--- src/rtl/note_sequencer.sv ---
// Note sequencer: records up to eight 4-bit notes and loops them.
// Each step sounds for STEP_TICKS-GAP_TICKS cycles, then is silent.
module note_sequencer #(
    parameter int STEP_TICKS = 16,
    parameter int GAP_TICKS  = 2
) (
    input  logic       clk,
    input  logic       reset_n,
    input  logic [3:0] switch,
    input  logic       rec_en,
    input  logic       clear,
    input  logic       play,
    output logic [7:0] frequency_control,
    output logic [2:0] step_idx,
    output logic [3:0] seq_len,
    output logic       playing,
    output logic       gate,
    output logic       step_strobe
);

    typedef enum logic [1:0] {
        IDLE,
        NOTE,
        GAP
    } state_t;

    localparam logic [15:0] NOTE_LAST = 16'(STEP_TICKS - GAP_TICKS - 1);
    localparam logic [15:0] GAP_LAST  = 16'(GAP_TICKS - 1);
    localparam bit          HAS_GAP   = (GAP_TICKS > 0);

    state_t      state;
    state_t      state_n;
    logic [15:0] tick;
    logic [15:0] tick_n;
    logic [2:0]  step_n;
    logic [2:0]  step_adv;
    logic        strobe_n;
    logic        last_step;
    logic [3:0]  slots [8];
    logic [2:0]  wr_ptr;
    logic        idle;

    assign idle      = (state == IDLE);
    assign last_step = ({1'b0, step_idx} == (seq_len - 4'd1));
    assign step_adv  = last_step ? 3'd0 : step_idx + 3'd1;

    // Next state, tick and step; stopping drops straight to IDLE.
    always_comb begin
        state_n  = state;
        tick_n   = tick;
        step_n   = step_idx;
        strobe_n = 1'b0;
        unique case (state)
            IDLE: begin
                if (play && (seq_len != 4'd0) && !clear) begin
                    state_n  = NOTE;
                    tick_n   = 16'd0;
                    step_n   = 3'd0;
                    strobe_n = 1'b1;
                end
            end
            NOTE: begin
                if (!play) begin
                    state_n = IDLE;
                    tick_n  = 16'd0;
                    step_n  = 3'd0;
                end else if (tick == NOTE_LAST) begin
                    tick_n = 16'd0;
                    if (HAS_GAP) begin
                        state_n = GAP;
                    end else begin
                        step_n   = step_adv;
                        strobe_n = 1'b1;
                    end
                end else begin
                    tick_n = tick + 16'd1;
                end
            end
            GAP: begin
                if (!play) begin
                    state_n = IDLE;
                    tick_n  = 16'd0;
                    step_n  = 3'd0;
                end else if (tick == GAP_LAST) begin
                    state_n  = NOTE;
                    tick_n   = 16'd0;
                    step_n   = step_adv;
                    strobe_n = 1'b1;
                end else begin
                    tick_n = tick + 16'd1;
                end
            end
            default: begin
                state_n = IDLE;
                tick_n  = 16'd0;
                step_n  = 3'd0;
            end
        endcase
    end

    // Sequencer state registers.
    always_ff @(posedge clk) begin
        if (!reset_n) begin
            state    <= IDLE;
            tick     <= 16'd0;
            step_idx <= 3'd0;
        end else begin
            state    <= state_n;
            tick     <= tick_n;
            step_idx <= step_n;
        end
    end

    // Note storage: clear beats record, both only while idle.
    always_ff @(posedge clk) begin
        if (!reset_n) begin
            slots   <= '{default: 4'h0};
            wr_ptr  <= 3'd0;
            seq_len <= 4'd0;
        end else if (idle && clear) begin
            wr_ptr  <= 3'd0;
            seq_len <= 4'd0;
        end else if (idle && rec_en && !play) begin
            slots[wr_ptr] <= switch;
            wr_ptr        <= wr_ptr + 3'd1;
            if (seq_len != 4'd8) begin
                seq_len <= seq_len + 4'd1;
            end
        end
    end

    // Registered outputs, derived from the upcoming state.
    always_ff @(posedge clk) begin
        if (!reset_n) begin
            frequency_control <= 8'h00;
            gate              <= 1'b0;
            playing           <= 1'b0;
            step_strobe       <= 1'b0;
        end else begin
            frequency_control <= (state_n == NOTE) ?
                                 {slots[step_n], 4'h0} : 8'h00;
            gate              <= (state_n == NOTE) &&
                                 (slots[step_n] != 4'h0);
            playing           <= (state_n != IDLE);
            step_strobe       <= strobe_n;
        end
    end

endmodule

--- config.mk ---
export PLATFORM = sky130hd
export DESIGN_NAME = note_sequencer
export DESIGN_NICKNAME = d
export VERILOG_FILES = /design/src/rtl/note_sequencer.sv
export SDC_FILE = /design/constraint.sdc
export NUM_CORES = 1
export LEC_CHECK = 0
export CORE_AREA = 2 2 80 82
export DETAILED_ROUTE_END_ITERATION = 8
export DIE_AREA = 0 0 82 84
export PLACE_DENSITY = 0.82
export SLEW_MARGIN = 20
export SYNTH_ARGS = -nofsm -noshare
export SYNTH_HDL_FRONTEND = slang
export SYNTH_SLANG_ARGS = --single-unit
--- constraint.sdc ---
create_clock -name clk -period 3.9 [get_ports clk]
set_input_delay 0.585 -clock clk [delete_from_list [all_inputs] [get_ports clk]]
set_output_delay 0.585 -clock clk [all_outputs]
set_load 0.05 [all_outputs]
# Yosys cells after proc, flatten, opt, wreduce, memory -nomap -nowiden
# Cells that the tools add are included.
# Widths: inputs -> output; s select.
word_totals:
  output_inout_bits: 18
  word_cells: 83
  input_bits: 9
  register_bits: 71
op_classes:
  n_bitwise: 4
  mux: 28
  eq_ne: 8
  n_reduce_logical: 17
  n_lt_le_gt_ge: 3
  add_sub_neg: 5
op_table:
  columns: ["operator", "n"]
  rows:
  - ["$mux 16", 5]
  - ["$pmux 16 s3", 1]
  - ["$bwmux 32", 1]
  - ["$add 16x1->16 const B", 1]
  - ["$eq 16x1->1 const B", 1]
  - ["$eq 16x4->1 const B", 1]
  - ["$mux 3", 5]
  - ["$bmux 4 s3", 1]
  - ["$demux 4 s3", 1]
  - ["$mux 4", 3]
  - ["$mux 2", 5]
  - ["$pmux 3 s3", 1]
  - ["$ge 4x4->1 const B", 2]
  - ["$not 3->4", 2]
  - ["$reduce_bool 4->1", 2]
  - ["$logic_and 1x1->1", 7]
  - ["$add 3x1->3 const B", 2]
  - ["$pmux 2 s3", 1]
  - ["$reduce_and 2->1", 3]
  - ["$add 4x1->4 const B", 1]
  - ["$eq 2x1->1 const B", 2]
  - ["$eq 3x4->1", 1]
  - ["$lt 4x1->1 const B", 1]
  - ["$ne 4x4->1 const B", 1]
  - ["other kinds (10)", 14]

# Longest topological paths before layout
# Gate-level depths: netlist of the first run.
depth:
  depth_word: 12
  ltp_mapped: 11

# Worst setup path before layout of the first run
# Ideal clock, no wire load.
synth_path:
  path_type: "flip-flop to flip-flop"
  start: "reg seq_len[0]"
  end: "reg gate"
  arrival_time_ns: 3.279
  setup_ns: 0.125
  path_buffers: 0
  path_stages_with_launch: 11
  setup_slack_ns: 0.496
  required_ns: 3.775
  synth_period_minus_slack_ns: 3.404
  path_cell_list: "dfxtp_1 inv_1 ha_1 xnor2_1 a211oi_1 a211oi_2 a32oi_4 mux4_1 nand2_1 o31ai_1 o41a_1"
synth_via:
  elab_chain_len: 12
synth_lines:
  columns: ["element", "line", "text"]
  rows:
  - ["start, declared", "15", "output logic [3:0] seq_len,"]
  - ["start signal, assigned", "127", "seq_len <= seq_len + 4'd1;"]
  - ["$sub 4x1->4", "44", "assign last_step = ({1'b0, step_idx} == (seq_len - 4'd1));"]
  - ["$eq 3x4->1", "44", null]
  - ["$mux 3", "45", "assign step_adv = last_step ? 3'd0 : step_idx + 3'd1;"]
  - ["$mux 3", "84", "end else if (tick == GAP_LAST) begin"]
  - ["$mux 3", "80", "if (!play) begin"]
  - ["$pmux 3 s3", "53", "unique case (state)"]
  - ["$not 3->4 (not written as such)", "143", "(slots[step_n] != 4'h0);"]
  - ["$bmux 4 s3", "143", null]
  - ["$mux 4 (not written as such) (2 in a row)", "143", null]
  - ["$reduce_bool 4->1", "143", null]
  - ["$logic_and 1x1->1 (*)", "142", "gate <= (state_n == NOTE) &&"]
  - ["end signal, assigned", "142", null]
  - ["end, declared", "17", "output logic gate,"]
# Mark *: on every way between the ends. The rest lies on a longest branch, timed or not. The select of a mux whose other input is x is not followed.
# A chain may end at the register's enable or synchronous reset.

# Worst setup path in the final report of the first run
# Same ends and word-level chain as after synthesis.

==> results of run 1 <==
==> layout make-up <==
cell class,instances,area (µm²),share of cell area
multi-input cells,271,1930,0.496
flip-flops and latches,67,1340,0.345
repair buffers,23,228,0.0586
clock buffers,10,138,0.0354
clock inverters,6,113,0.0290
well taps,77,96.3,0.0248
inverters,11,41.3,0.0106
==> worst reg2reg max path: cells and delay by family (launching register included) <==
kind            cells  cell delay [ns]
simple gates        1             0.08
buf+inv             1             0.11
flops               1             0.49
xor+xnor            1             0.14
mux                 1             0.62
fa+ha+maj           1             0.34
compound gates      5             1.53
==> synthesized netlist by cell type, drive strengths merged, types with 3 or more instances <==
library cell / count / share of area
o31ai: 4 / 0.0088
mux4: 4 / 0.029
xnor2: 10 / 0.026
a21boi: 5 / 0.011
nand3: 13 / 0.019
o21ai: 3 / 0.0044
o21a: 3 / 0.0066
nor2: 33 / 0.036
nand2: 33 / 0.036
nor2b: 32 / 0.059
or2: 3 / 0.0055
and3: 5 / 0.0092
inv: 11 / 0.012
a21oi: 5 / 0.0085
clkbuf: 12 / 0.013
nand2b: 3 / 0.0055
dfxtp: 67 / 0.40
ha: 11 / 0.041
nand4: 6 / 0.011
nor3: 8 / 0.012
and2: 8 / 0.015
a211oi: 4 / 0.010
buf: 5 / 0.015
mux2i: 30 / 0.088
xor2: 11 / 0.028
==> final timing paths <==
| check | endpoint | from | slack (ns) |
|---|---|---|---|
| setup / recovery | gate | seq_len[0] | 0.49 |
| hold / removal | slots[28] | slots[28] | 0.48 |
| setup reg to reg | gate | seq_len[0] | 0.49 |
| hold reg to reg | slots[28] | slots[28] | 0.48 |
==> flip-flops by register name, summed over array words and instances, names as in the netlist <==
register / count
frequency_control: 4
gate: 1
playing: 1
seq_len: 4
slots: 32
state: 2
step_idx: 3
step_strobe: 1
tick: 16
wr_ptr: 3
==> metal layers <==
layer,wire [µm],vias up
met5,0,-
met3,367,13
met4,129,0
met1,3180,1248
met2,3270,77
li1,-,1289
==> cell families (layout without fill, tap and decap cells) <==
kind of cell / Yosys count / in the layout
muxes: 35 / 35
adders and majority gates: 11 / 11
AOI/OAI and AO/OA: 43 / 43
buffers and inverters: 28 / 50
DFF: 67 / 67
xor gates and xnor gates: 21 / 21
other: 1 / 4
and+or+nand+nor: 157 / 157
==> layout by cell type (no fill, tap or decap), types with 3 or more instances in the layout <==
cell type / n
ha_1: 11
dfxtp_1: 67
a21oi_1: 4
a211oi_1: 3
and2_1: 7
nand3_1: 13
mux2i_1: 30
conb_1: 4
xor2_1: 11
clkdlybuf4s50_1: 22
inv_1: 11
a21boi_0: 5
xnor2_1: 10
bufinv_16: 3
nor2b_1: 32
nor2_1: 33
nand2_1: 33
o21a_1: 3
o31ai_1: 4
nand4_1: 6
nand2b_1: 3
clkbuf_8: 10
and3_1: 5
nor3_1: 8
==> metrics by stage <==
stage | cells | setup slack [ns] | total power, mW | cell area, µm² | hold slack (ns)
after floorplan | 366 | 0.496 | 0.764 | 3410 | 0.439
after global placement | 449 | 0.533 | 0.781 | 3630 | 0.456
after detailed placement | 449 | 0.444 | 0.783 | 3630 | 0.471
after CTS | 465 | 0.526 | 1.49 | 3880 | 0.481
after global routing | 465 | 0.339 | 1.53 | 3880 | 0.500
final | 465 | 0.492 | 1.48 | 3880 | 0.478
==> where the power goes <==
part,internal (mW),switching (mW),leakage [nW]
clock network,0.443,0.267,0.126
logic,0.0280,0.0487,0.864
registers,0.688,0.00414,0.540
total,1.16,0.320,1.53
==> flow_metrics.tcl, run 1 <==
set metrics [dict create \
    num_io_pins 27 \
    synthCells 363 \
    synthMuxAreaShare 0.121 \
    tightestPinTransition_ns 0.799 \
    cts_tree "built" \
    status "finished clean" \
    fmax_mhz 293 \
    worstPathArrival_ns 3.65 \
    p_leak_nw 1.53 \
    gp_congestion 0.783 \
    drt-total-wl_mm 6.94 \
    synth_top_family_by_area "simple AND/OR/NAND/NOR gates" \
    cp.required_ns 4.14 \
    synth.distinct_cells 59 \
    fin_crit_ns 3.41 \
    avgSynthCellArea_um2 9.35 \
    path_delay_family "compound AO/OA/AOI/OAI gates" \
    ir_worst_vdd_v 0.000339 \
    final_layout_size_suffix_gt1_frac 0.0773 \
    critPathBufInv 1 \
    cp-end-kind "register" \
    track_usage 0.213 \
    max_stage_delay_ns 0.62 \
    hold_violations 0 \
    clockBufferDepth 2 \
    layout.nets 403 \
    use_met1 0.277 \
    initialDrtViolationCount 168 \
    clockRootBuffer "clkbuf_8" \
    synth-xor-area-share 0.0542 \
    die_height_um 84 \
    max_slew_margin 0.463 \
    setup_tns_ns 0 \
    final.period_utilization 0.874 \
    cts-htree-levels 3 \
    power_density_mw_per_mm2 381 \
    ys.flop_type "dfxtp_1" \
    max_cap_viol_count 0 \
    ys_async_sr_fraction 0 \
    dp_hpwl_mm 4.97 \
    r2r_cells 10 \
    vias 2627 \
    slowest_stage "mux4_1" \
    setup_viol 0 \
    rsz0062_at_grt "no" \
    vias_per_cell 5.65 \
    synth_area_mm2 0.00339 \
    diodes 0 \
    yosys.area_share.simple 0.247 \
    synth_fa_ha_area_frac 0.0405 \
    grt_busiest_layer "met2" \
    crit_path_start_kind "register" \
    numCtsBuffers 9 \
    yosys_warnings 0 \
    cts_resized 0 \
    cts_hold_buffers 0 \
    grt_start_max_net_pins 40 \
    crit_type "reg -> reg" \
    syn2layout_area_growth_pct 14.4 \
    seq_area_frac_synth 0.395 \
    grt_use_met3 0.0703 \
    fin_skew_ns 0.0136 \
    core_mm2 0.00610 \
    start_util 0.557 \
    grt_first_pass_wirelength_mm 11.3 \
    die_x_um 82 \
    crit_chain "inv_1 -> ha_1 -> xnor2_1 -> a211oi_1 -> a211oi_2 -> a32oi_4 -> mux4_1 -> nand2_1 -> o31ai_1 -> o41a_1" \
    use_met2 0.324 \
    ys_ff_latch 67 \
    rows 29 \
    drtPass1Iterations 5 \
    antenna_found_initial 0 \
    drc 0 \
    n_fill_cell 482 \
    die_area_mm2 0.00689 \
    synth_edf_count 0 \
    worstHoldPathCells 2 \
    cp_max_fo 10 \
    finish.utilization 0.637 \
    hold_path_class "reg -> reg" \
    overflow 0 \
    slew_violations 0 \
    post_drt_wl_per_cell_um 14.9 \
    post_cts.repair.setup_buffers 0 \
    io_buffers 22 \
    cts.reportedPaths.clkPinSlew_ns 0.08 \
    ant_nets 0 \
    grt_pass1_vias 2422 \
    clock-sinks 67 \
    synth_compound_area_frac 0.102 \
    crit_cells 10 \
    clock_latency_ns 0.35 \
]
Note: power is estimated with default switching activity, not from simulation.
==> inputs of run 2 (changes only) <==
- clock period: 3.9 -> 3.5 ns (I/O delays scaled with it)
==> flow_metrics.tcl, run 2 (synthesis gave the netlist of run 1 again) <==
set metrics [dict create \
    status "finished clean" \
    numCtsBuffers 9 \
    final.period_utilization 0.926 \
    diodes 0 \
    cts.reportedPaths.clkPinSlew_ns 0.08 \
    p_switching_mw 0.366 \
    max_cap_viol_count 0 \
    drt-total-wl_mm 7.08 \
    vias 2643 \
    core_mm2 0.00610 \
    antenna_found_initial 0 \
    cp_max_fo 10 \
    track_usage 0.220 \
    final_common_cell "dfxtp_1" \
    rsz0062_at_grt "no" \
    post-place-ws_ns 0.176 \
    slew_violations 0 \
    holdWs_ns 0.488 \
    die_area_mm2 0.00689 \
    layout.nets 406 \
    largest_reg_flops 32 \
    cp.required_ns 3.73 \
    use_met1 0.284 \
    grt_use_met3 0.0660 \
    overflow 0 \
    cts-htree-levels 3 \
    tightestPinTransition_ns 0.737 \
    die_x_um 82 \
    final_layout_size_suffix_gt1_frac 0.0844 \
    cts_tree "built" \
    grt_busiest_layer "met2" \
    grt_first_pass_wirelength_mm 11.8 \
    sw_frac_of_total 0.223 \
    grt_start_max_net_pins 40 \
    grt_pass1_vias 2495 \
    max_slew_margin 0.505 \
    fin_ws_ns 0.257 \
    final_cell_mix "dfxtp_1, nand2_1, nor2_1" \
    crit_type "reg -> reg" \
    ant_nets 0 \
    io_buffers 22 \
    hold_path_class "reg -> reg" \
    power_density_mw_per_mm2 420 \
    final_area_mm2 0.00390 \
    setup_viol 0 \
    initialDrtViolationCount 176 \
    syn2layout_area_growth_pct 15.0 \
    hold_violations 0 \
    worstPathArrival_ns 3.47 \
    post_cts.repair.setup_buffers 0 \
    p_comb_frac 0.054 \
    finish.utilization 0.640 \
    num_io_pins 27 \
    clock_latency_ns 0.35 \
    clockPowerShare 0.476 \
    fmax_mhz 308 \
    seq_power_share 0.470 \
    setup_tns_ns 0 \
    gp_congestion 0.777 \
    clockRootBuffer "clkbuf_8" \
    rows 29 \
    fin_crit_ns 3.24 \
    dp_hpwl_mm 5.16 \
    die_height_um 84 \
    dpl-instance-area_mm2 0.00366 \
    p_leak_nw 1.53 \
    start_util 0.557 \
    drtPass1Iterations 4 \
    n_fill_cell 481 \
    ir_worst_vdd_v 0.000325 \
    drc 0 \
    largest-register "slots" \
    vias_per_cell 5.65 \
    crit_path_start_kind "register" \
    clockBufferDepth 2 \
    use_met2 0.345 \
    p_int_mw 1.27 \
    fin_skew_ns 0.0103 \
    cp-end-kind "register" \
    post_drt_wl_per_cell_um 15.1 \
    clock-sinks 67 \
    reg.largest.list "slots x32, tick x16" \
]
-- run 2: changes by cell type in the layout (fill, tap and decap cells not counted), sizes merged --
cell,previous run,this run
buf,1,4
clkinv,3,1
clkinvlp,0,2
-- run 2: power by group through the flow --
stage | logic [mW] | registers (mW) | clock network (mW)
after floorplan | 0.0601 | 0.791 | 0
after global placement | 0.0854 | 0.788 | 0
after detailed placement | 0.0869 | 0.789 | 0
after CTS | 0.0872 | 0.771 | 0.786
after global routing | 0.0959 | 0.772 | 0.823
final | 0.0880 | 0.771 | 0.781
-- run 2: worst max-delay path: stages, from the launching register on --
cell and delay, ns:
dfxtp_1 0.49, inv_1 0.12, ha_1 0.35, xnor2_1 0.15, a211oi_2 0.32, a211oi_2 0.14, a32oi_4 0.41, mux4_2 0.56
nand2_1 0.09, o31ai_1 0.09, o41a_1 0.41
-- run 2: path summary, 6_finish.rpt --
path / slack, ns / start / cells after the start / end
min: 0.49 / slots[29] / 2 / slots[29]
min reg2reg: 0.49 / slots[29] / 2 / slots[29]
max: 0.26 / seq_len[0] / 10 / gate
max reg2reg: 0.26 / seq_len[0] / 10 / gate
-- run 2: metrics by stage --
stage	std cells	total power [mW]
4_1_cts	468	1.64
2_1_floorplan	366	0.851
5_1_grt	468	1.69
3_5_place_dp	452	0.876
3_3_place_gp	452	0.874
6_report	468	1.64
-- run 2: routing by layer --
layer | vias up | wire length, µm | share of wire
met2 | 69 | 3340 | 0.47
met4 | 0 | 127 | 0.018
li1 | 1298 | - | -
met1 | 1260 | 3240 | 0.46
met3 | 16 | 374 | 0.053
met5 | - | 0 | 0
-- run 2: timing repair --
action                     CTS  global route
setup endpoints to repair    0             1
gates resized for setup      0             1
hold buffers                 0             0
-- run 2: final cells by class --
| type | count | area (µm²) | share of cell area |
|---|---|---|---|
| clock buffers | 10 | 128 | 0.0327 |
| clock inverters | 6 | 114 | 0.0292 |
| inverters | 11 | 41.3 | 0.0106 |
| multi-input cells | 271 | 1930 | 0.495 |
| flip-flops and latches | 67 | 1340 | 0.344 |
| well taps | 77 | 96.3 | 0.0247 |
| repair buffers | 26 | 250 | 0.0641 |
==> inputs of run 3 (changes only) <==
- MAX_ROUTING_LAYER: unset -> met4
==> flow_metrics.tcl, run 3 (synthesis gave the netlist of run 1 again) <==
set metrics [dict create \
    status "finished clean" \
    die_height_um 84 \
    vias_per_cell 5.62 \
    slew_violations 0 \
    rows 29 \
    fin_skew_ns 0.0104 \
    post_cts.repair.setup_buffers 0 \
    cts-htree-levels 3 \
    antenna_found_initial 0 \
    clockBufferDepth 2 \
    clockRootBuffer "clkbuf_8" \
    die_area_mm2 0.00689 \
    grt_first_pass_wirelength_mm 11.8 \
    ant_nets 0 \
    cp_max_fo 10 \
    largest_reg_flops 32 \
    post_drt_wl_per_cell_um 15.2 \
    syn2layout_area_growth_pct 15.0 \
    final_cell_mix "dfxtp_1, nand2_1, nor2_1" \
    tightestPinTransition_ns 0.738 \
    drtPass1Iterations 4 \
    die_x_um 82 \
    largest-register "slots" \
    setup_tns_ns 0 \
    fin_ws_ns 0.254 \
    reg.largest.list "slots x32, tick x16" \
    dp_hpwl_mm 5.16 \
    final_area_mm2 0.00390 \
    final_common_cell "dfxtp_1" \
    power_density_mw_per_mm2 420 \
    crit_type "reg -> reg" \
    max_slew_margin 0.504 \
    worstPathArrival_ns 3.47 \
    fin_crit_ns 3.25 \
    clock-sinks 67 \
    core_mm2 0.00610 \
    grt_pass1_vias 2500 \
    clock_latency_ns 0.35 \
    setup_viol 0 \
    hold_violations 0 \
    numCtsBuffers 9 \
    initialDrtViolationCount 167 \
    layout.nets 406 \
    holdWs_ns 0.489 \
    overflow 0 \
    diodes 0 \
    io_buffers 22 \
    p_leak_nw 1.53 \
    final.period_utilization 0.927 \
    cp-end-kind "register" \
    drt-total-wl_mm 7.12 \
    cts_tree "built" \
    hold_path_class "reg -> reg" \
    cts.reportedPaths.clkPinSlew_ns 0.08 \
    drc 0 \
    vias 2630 \
    cp.required_ns 3.73 \
    start_util 0.557 \
    ir_worst_vdd_v 0.000325 \
    grt_start_max_net_pins 40 \
    fin_cells 468 \
    crit_path_start_kind "register" \
    final_layout_size_suffix_gt1_frac 0.0844 \
    max_cap_viol_count 0 \
    track_usage 0.226 \
    gp_congestion 0.788 \
    place_inst 452 \
    dpl-instance-area_mm2 0.00366 \
    num_io_pins 27 \
    post-place-ws_ns 0.176 \
    fmax_mhz 308 \
    rsz0062_at_grt "no" \
]
[run 3: cell counts in the layout (fill, tap and decap cells not counted)]
Identical to the previous run, type by type.
[run 3: power breakdown]
group	internal, mW	switching, mW
Clock	0.474	0.308
Sequential	0.766	0.00481
Combinational	0.0337	0.0543
[run 3: per-layer routing]
metal	track usage	vias up	routed length, µm
li1	-	1295	-
met1	0.286	1249	3290
met2	0.344	74	3360
met3	0.0660	12	354
met4	0.0773	0	116
met5	-	-	0
[run 3: stage by stage]
| step | util | power [mW] |
|---|---|---|
| 2_1_floorplan | - | 0.851 |
| 3_3_place_gp | 0.600 | 0.874 |
| 3_5_place_dp | 0.600 | 0.876 |
| 4_1_cts | 0.640 | 1.64 |
| 5_1_grt | 0.640 | 1.69 |
| 6_report | 0.640 | 1.64 |
[run 3: cell type report]
type	instances	area, µm²
clock buffer	10	128
clock inverter	6	114
fill	481	2190
inverter	11	41.3
multi-input combinational	271	1930
sequential	67	1340
tap	77	96.3
timing repair buffer	26	250
[run 3: final timing paths]
check | from | slack [ns] | end | cells past startpoint
setup / recovery | seq_len[0] | 0.25 | gate | 10
hold / removal | slots[29] | 0.49 | slots[29] | 2
setup reg to reg | seq_len[0] | 0.25 | gate | 10
hold reg to reg | slots[29] | 0.49 | slots[29] | 2
[run 3: critical path: stages, from the launching register on]
cell      delay (ns)
dfxtp_1         0.49
inv_1           0.12
ha_1            0.35
xnor2_1         0.15
a211oi_2        0.32
a211oi_2        0.14
a32oi_4         0.42
mux4_2          0.56
nand2_1         0.09
o31ai_1         0.09
o41a_1          0.41
[run 3: repair_timing]
item                                    in CTS  in global routing
gates resized for setup                      0                  1
hold buffers                                 0                  0
endpoints found under the setup margin       0                  1
==> patch 1: new RTL, config.mk and constraints of run 3 <==
Put one more register stage on the output `step_idx`, cleared by the reset. The value now appears one clock later. The other outputs are not delayed to match.
--- a/src/rtl/note_sequencer.sv
+++ b/src/rtl/note_sequencer.sv
@@ -30,2 +30,4 @@
 
+    logic [2:0] step_idx_s0;
+
     state_t      state;
@@ -43,4 +45,4 @@
     assign idle      = (state == IDLE);
-    assign last_step = ({1'b0, step_idx} == (seq_len - 4'd1));
-    assign step_adv  = last_step ? 3'd0 : step_idx + 3'd1;
+    assign last_step = ({1'b0, step_idx_s0} == (seq_len - 4'd1));
+    assign step_adv  = last_step ? 3'd0 : step_idx_s0 + 3'd1;
 
@@ -50,3 +52,3 @@
         tick_n   = tick;
-        step_n   = step_idx;
+        step_n   = step_idx_s0;
         strobe_n = 1'b0;
@@ -105,3 +107,3 @@
             tick     <= 16'd0;
-            step_idx <= 3'd0;
+            step_idx_s0 <= 3'd0;
         end else begin
@@ -109,3 +111,3 @@
             tick     <= tick_n;
-            step_idx <= step_n;
+            step_idx_s0 <= step_n;
         end
@@ -148,2 +150,10 @@
 
+    always_ff @(posedge clk) begin
+        if (!reset_n) begin
+            step_idx <= '0;
+        end else begin
+            step_idx <= step_idx_s0;
+        end
+    end
+
 endmodule
Function: same outputs for any inputs over 4 cycles, from zero or initial values and one cycle with reset_n low; that may be too few to reach the edited logic, so the function may still have changed.
==> patch 1 against run 3 <==
Utilization grew 1.9 points. Synthesized cell count is 7.2% higher. Critical path depth unchanged. Routed wire length up 1.2%. Count of clock-buffer cells in the layout rose by 3. Fmax rose by 8.4%. Synthesized area up 5.9%. Power decreased by 8.5%. Clock skew decreased by 0.0013 ns. Cell area up 2.9%. Sequential cell count increased by 3. Worst setup slack improved by 0.25 ns.
==> patch 1: results (changes against run 3) <==
- Status: complete, no violations
- Placed Cells: 473 (+4.6%)
- DR pass1 iterations: 4 (unchanged)
- Commonest cells post-synth: dfxtp_1 (70), nor2_1 (48), mux2i_1 (41)
- Slew HR: 0.5188 (+0.01443)
- # clock sinks: 70 (+4.5%)
- DP Wirelength: 5.149 mm (-0.22%)
- P_clk: 0.606 mW (-23%)
- Mux cell area share after synthesis: 0.1141 (-0.006404)
- Compound-Gate Fraction of Synth Area: 0.1117 (+0.009959)
- Top Layer Used: met4
- Critical path fanouts, max: 7 (-3)
- Critical path's largest stage delay: 0.48 ns (-0.08 ns)
- Fin Hold WS: 0.5206 ns (+0.03205 ns)
- Layout net count: 427 (+5.2%)
- Met1 WL: 3.407 mm (+3.4%)
- Area of the multi-input gates: 2038 um2 (+5.4%)
- Critical Path Slowest Stage Cell: dfxtp_1
- GRT Total Usage: 0.2299 (+0.003495)
- Largest net degree at the start of global routing: 26 (-35%)
- Placer congestion estimate: 0.9099 (+15%)
- Total Power: 1.501 mW (-8.5%)
- Register area: 1401 um2 (+4.5%)
- Layout cells sized above 1: 0.09709 (+0.01269)
- Clk tree area frac: 0.04640 (-0.01546)
- Number of DRC markers in iteration 0: 179 (+7.2%)
- Largest regs: slots: 32 flops, tick: 16 flops
- Routed WL: 7.211 mm (+1.2%)
- Most area-consuming cells after synthesis: dfxtp_1 (39%), mux2i_1 (11%), nor2b_1 (6.1%)
- Gate Count Post-Synth: 389 (+7.2%)
- Post-CTS sizing: 0 (unchanged)
- Clock buffers: 13 (+3)
- Via count: 2700 (+2.7%)
- Dpl cell area: 3831 um2 (+4.8%)
- Sw Share: 0.2346 (+0.01096)
- Avg WL per Cell: 14.75 um (-3.1%)
- Leak pwr: 1.478 nW (-3.5%)
- Post-Synth XOR/XNOR Area: 0.05358 (-0.0005997)
- Dpl ws: 0.3674 ns (+0.1916 ns)
- Final-layout fill cell count: 470 (-2.3%)
- Grt met2 use: 0.3429 (-0.001478)
- Inverters: 12 (+1)
- Number of global-route vias before repair: 2554 (+2.2%)
- Synth unique cells: 60 (+1.7%)
- Worst Path Arrival: 3.19 ns (-0.28 ns)
- Non-clock buffers, area share: 0.06229 (-0.001817)
- Worst reg2reg setup slack: 0.50 ns (+0.25 ns)
- Clock skew: 0.009018 ns (-0.001334 ns)
- Peak VDD IR: 0.2123 mV (-35%)
- Global-route wire length before repair: 11.96 mm (+1.3%)
- Synth Area in Adders: 0.03827 (-0.002271)
- Reg power frac: 0.537 (+0.067)
- Met3 usage: 0.03680 (-0.02922)
- Area growth syn-to-layout: 11.73%
- Met3 WL: 326 um (-7.9%)
- #MultiIn Comb: 288 (+6.3%)
- GR Util met1: 0.3014 (+0.01561)
[patch 1: changes by cell type in the layout (fill, tap and decap cells not counted), moves of 4 or more]
cell / run 3 / this run
a21boi_0: 5 / 1
a21oi_1: 4 / 13
nand2_1: 33 / 21
o31ai_1: 4 / 0
nand3_1: 13 / 7
o21ai_0: 2 / 7
and3_1: 5 / 0
mux2i_1: 30 / 41
nor2_1: 33 / 48
[patch 1: final timing paths]
check | cells past startpoint | endpoint | from
min reg2reg | 2 | slots[23] | slots[23]
max reg2reg | 10 | gate | seq_len[0]
max | 10 | gate | seq_len[0]
min | 2 | slots[23] | slots[23]
[patch 1: tightest hold or removal path, delay by kind of cell (launching register included)]
| kind | cells | cell delay [ns] |
|---|---|---|
| AND/OR/NAND/NOR | 1 | 0.09 |
| multiplexers | 1 | 0.06 |
| flip-flops | 1 | 0.33 |
==> patch 2: new RTL, settings of run 3 <==
Without the edit above. `STEP_TICKS`: 16 -> 15.
--- a/src/rtl/note_sequencer.sv
+++ b/src/rtl/note_sequencer.sv
@@ -3,3 +3,3 @@
 module note_sequencer #(
-    parameter int STEP_TICKS = 16,
+    parameter int STEP_TICKS = 15,
     parameter int GAP_TICKS  = 2
Formal check against the unedited RTL: same outputs for any inputs over 10 cycles, from zero or initial values and one cycle with reset_n low; that may be too few to reach the edited logic, so the function may still have changed.
==> patch 2 against run 3 <==
Worst hold slack gained 0.012 ns. Clock power shrank 11%. Cell count grew 5.1%. Cell area shrank 0.32%. Highest routed layer unchanged. Routed wire length grew 2.3%. Non-clock buffer count grew 1. Synthesized area grew 1.0%. Largest cell class unchanged. Critical path type unchanged. Clock skew shrank 0.0025 ns. Synthesized cell count grew 8.0%. Sequential cell count is the same. Power shrank 5.8%. Die area is the same. First-iteration DRC count shrank 10%. Worst setup slack gained 0.35 ns.
==> patch 2: results (changes against run 3) <==
- Grt met2 use: 0.3703 (+0.02587)
- Layout net count: 432 (+6.4%)
- Number of global-route vias before repair: 2542 (+1.7%)
- Post-synthesis sequential area ratio: 0.3912 (-0.003894)
- Most area-consuming cells after synthesis: dfxtp_1 (39%), mux2i_1 (9.6%), nor2_1 (8.1%)
- Synth unique cells: 54 (-8.5%)
- Leak pwr: 1.570 nW (+2.5%)
- Worst Path Arrival: 3.09 ns (-0.38 ns)
- R2R depth: 9 (-1)
- Status: complete, no violations
- Slew HR: 0.4442 (-0.06017)
- Peak VDD IR: 0.3152 mV (-3.2%)
- Commonest cells post-synth: nor2_1 (74), dfxtp_1 (67), mux2i_1 (33)
- GRT Total Usage: 0.2325 (+0.006095)
- Number of DRC markers in iteration 0: 150 (-10%)
- DP Wirelength: 5.331 mm (+3.3%)
- Worst reg2reg setup slack: 0.60 ns (+0.35 ns)
- Tmin final: 2.896 ns (-0.3497 ns)
- Layout cells sized above 1: 0.09639 (+0.01199)
- Fin Hold WS: 0.5005 ns (+0.01192 ns)
- Dpl ws: 0.3779 ns (+0.2021 ns)
- Avg WL per Cell: 14.80 um (-2.7%)
- GR Util met1: 0.2862 (+0.0003881)
- Critical path fanouts, max: 7 (-3)
- Hold_sp: slots[26]
- Via count: 2799 (+6.4%)
- Worst hold path endpoint: slots[26]
patch 2: power groups by stage:
stage          registers, mW  logic (mW)  clock network [mW]
2_1_floorplan          0.789      0.0551                   0
3_3_place_gp           0.786      0.0801                   0
3_5_place_dp           0.786      0.0812                   0
4_1_cts                0.769      0.0818               0.711
5_1_grt                0.769      0.0882               0.745
6_report               0.769      0.0817               0.694
patch 2: worst max-delay path by stage:
stage,startpoint,depth (start not counted),endpoint
final,tick[0],9,gate
after detailed placement,play,9,gate
after global routing,seq_len[0],10,gate
after floorplan,seq_len[0],10,gate
after global placement,play,9,gate
after CTS,tick[0],9,gate
patch 2: critical path, delay by kind of cell (launching register included):
kind	cells	cell delay [ns]
AOI/OAI and AO/OA	5	1.48
and+or+nand+nor	3	0.66
DFF	1	0.43
adders and majority gates	1	0.17
patch 2: cells by family (layout without fill, tap and decap cells):
kind of cell             count (synthesis)  count (layout)  share of synthesized area
AND/OR/NAND/NOR                        173             173                     0.2511
flip-flops                              67              67                     0.3912
AO/OA/AOI/OAI                           54              54                     0.1197
multiplexers                            33              33                    0.09635
buffers and inverters                   32              52                    0.04562
XOR/XNOR                                20              20                    0.05110
adder cells (fa/ha/maj)                 12              12                    0.04379
other                                    1               4                   0.001094
patch 2: per-stage QoR:
| step | cell area [um2] | utilization | cells |
|---|---|---|---|
| after floorplan | 3440 | - | 395 |
| after global placement | 3675 | 0.6028 | 477 |
| after detailed placement | 3675 | 0.6028 | 477 |
| after CTS | 3891 | 0.6383 | 492 |
| after global routing | 3891 | 0.6383 | 492 |
| final | 3891 | 0.6383 | 492 |
patch 2: cell type report:
cell class	count	share of cell area
Inverter	10	0.009646
Tap cell	77	0.02476
Sequential cell	67	0.3447
Multi-Input combinational cell	296	0.4990
Clock inverter	4	0.01929
Timing Repair Buffer	27	0.06624
Clock buffer	11	0.03633
patch 2: per-layer routing:
layer / vias up / routed length [um]
met5: - / 0
met3: 9 / 320
met4: 0 / 102
met2: 65 / 3600
met1: 1330 / 3259
li1: 1395 / -
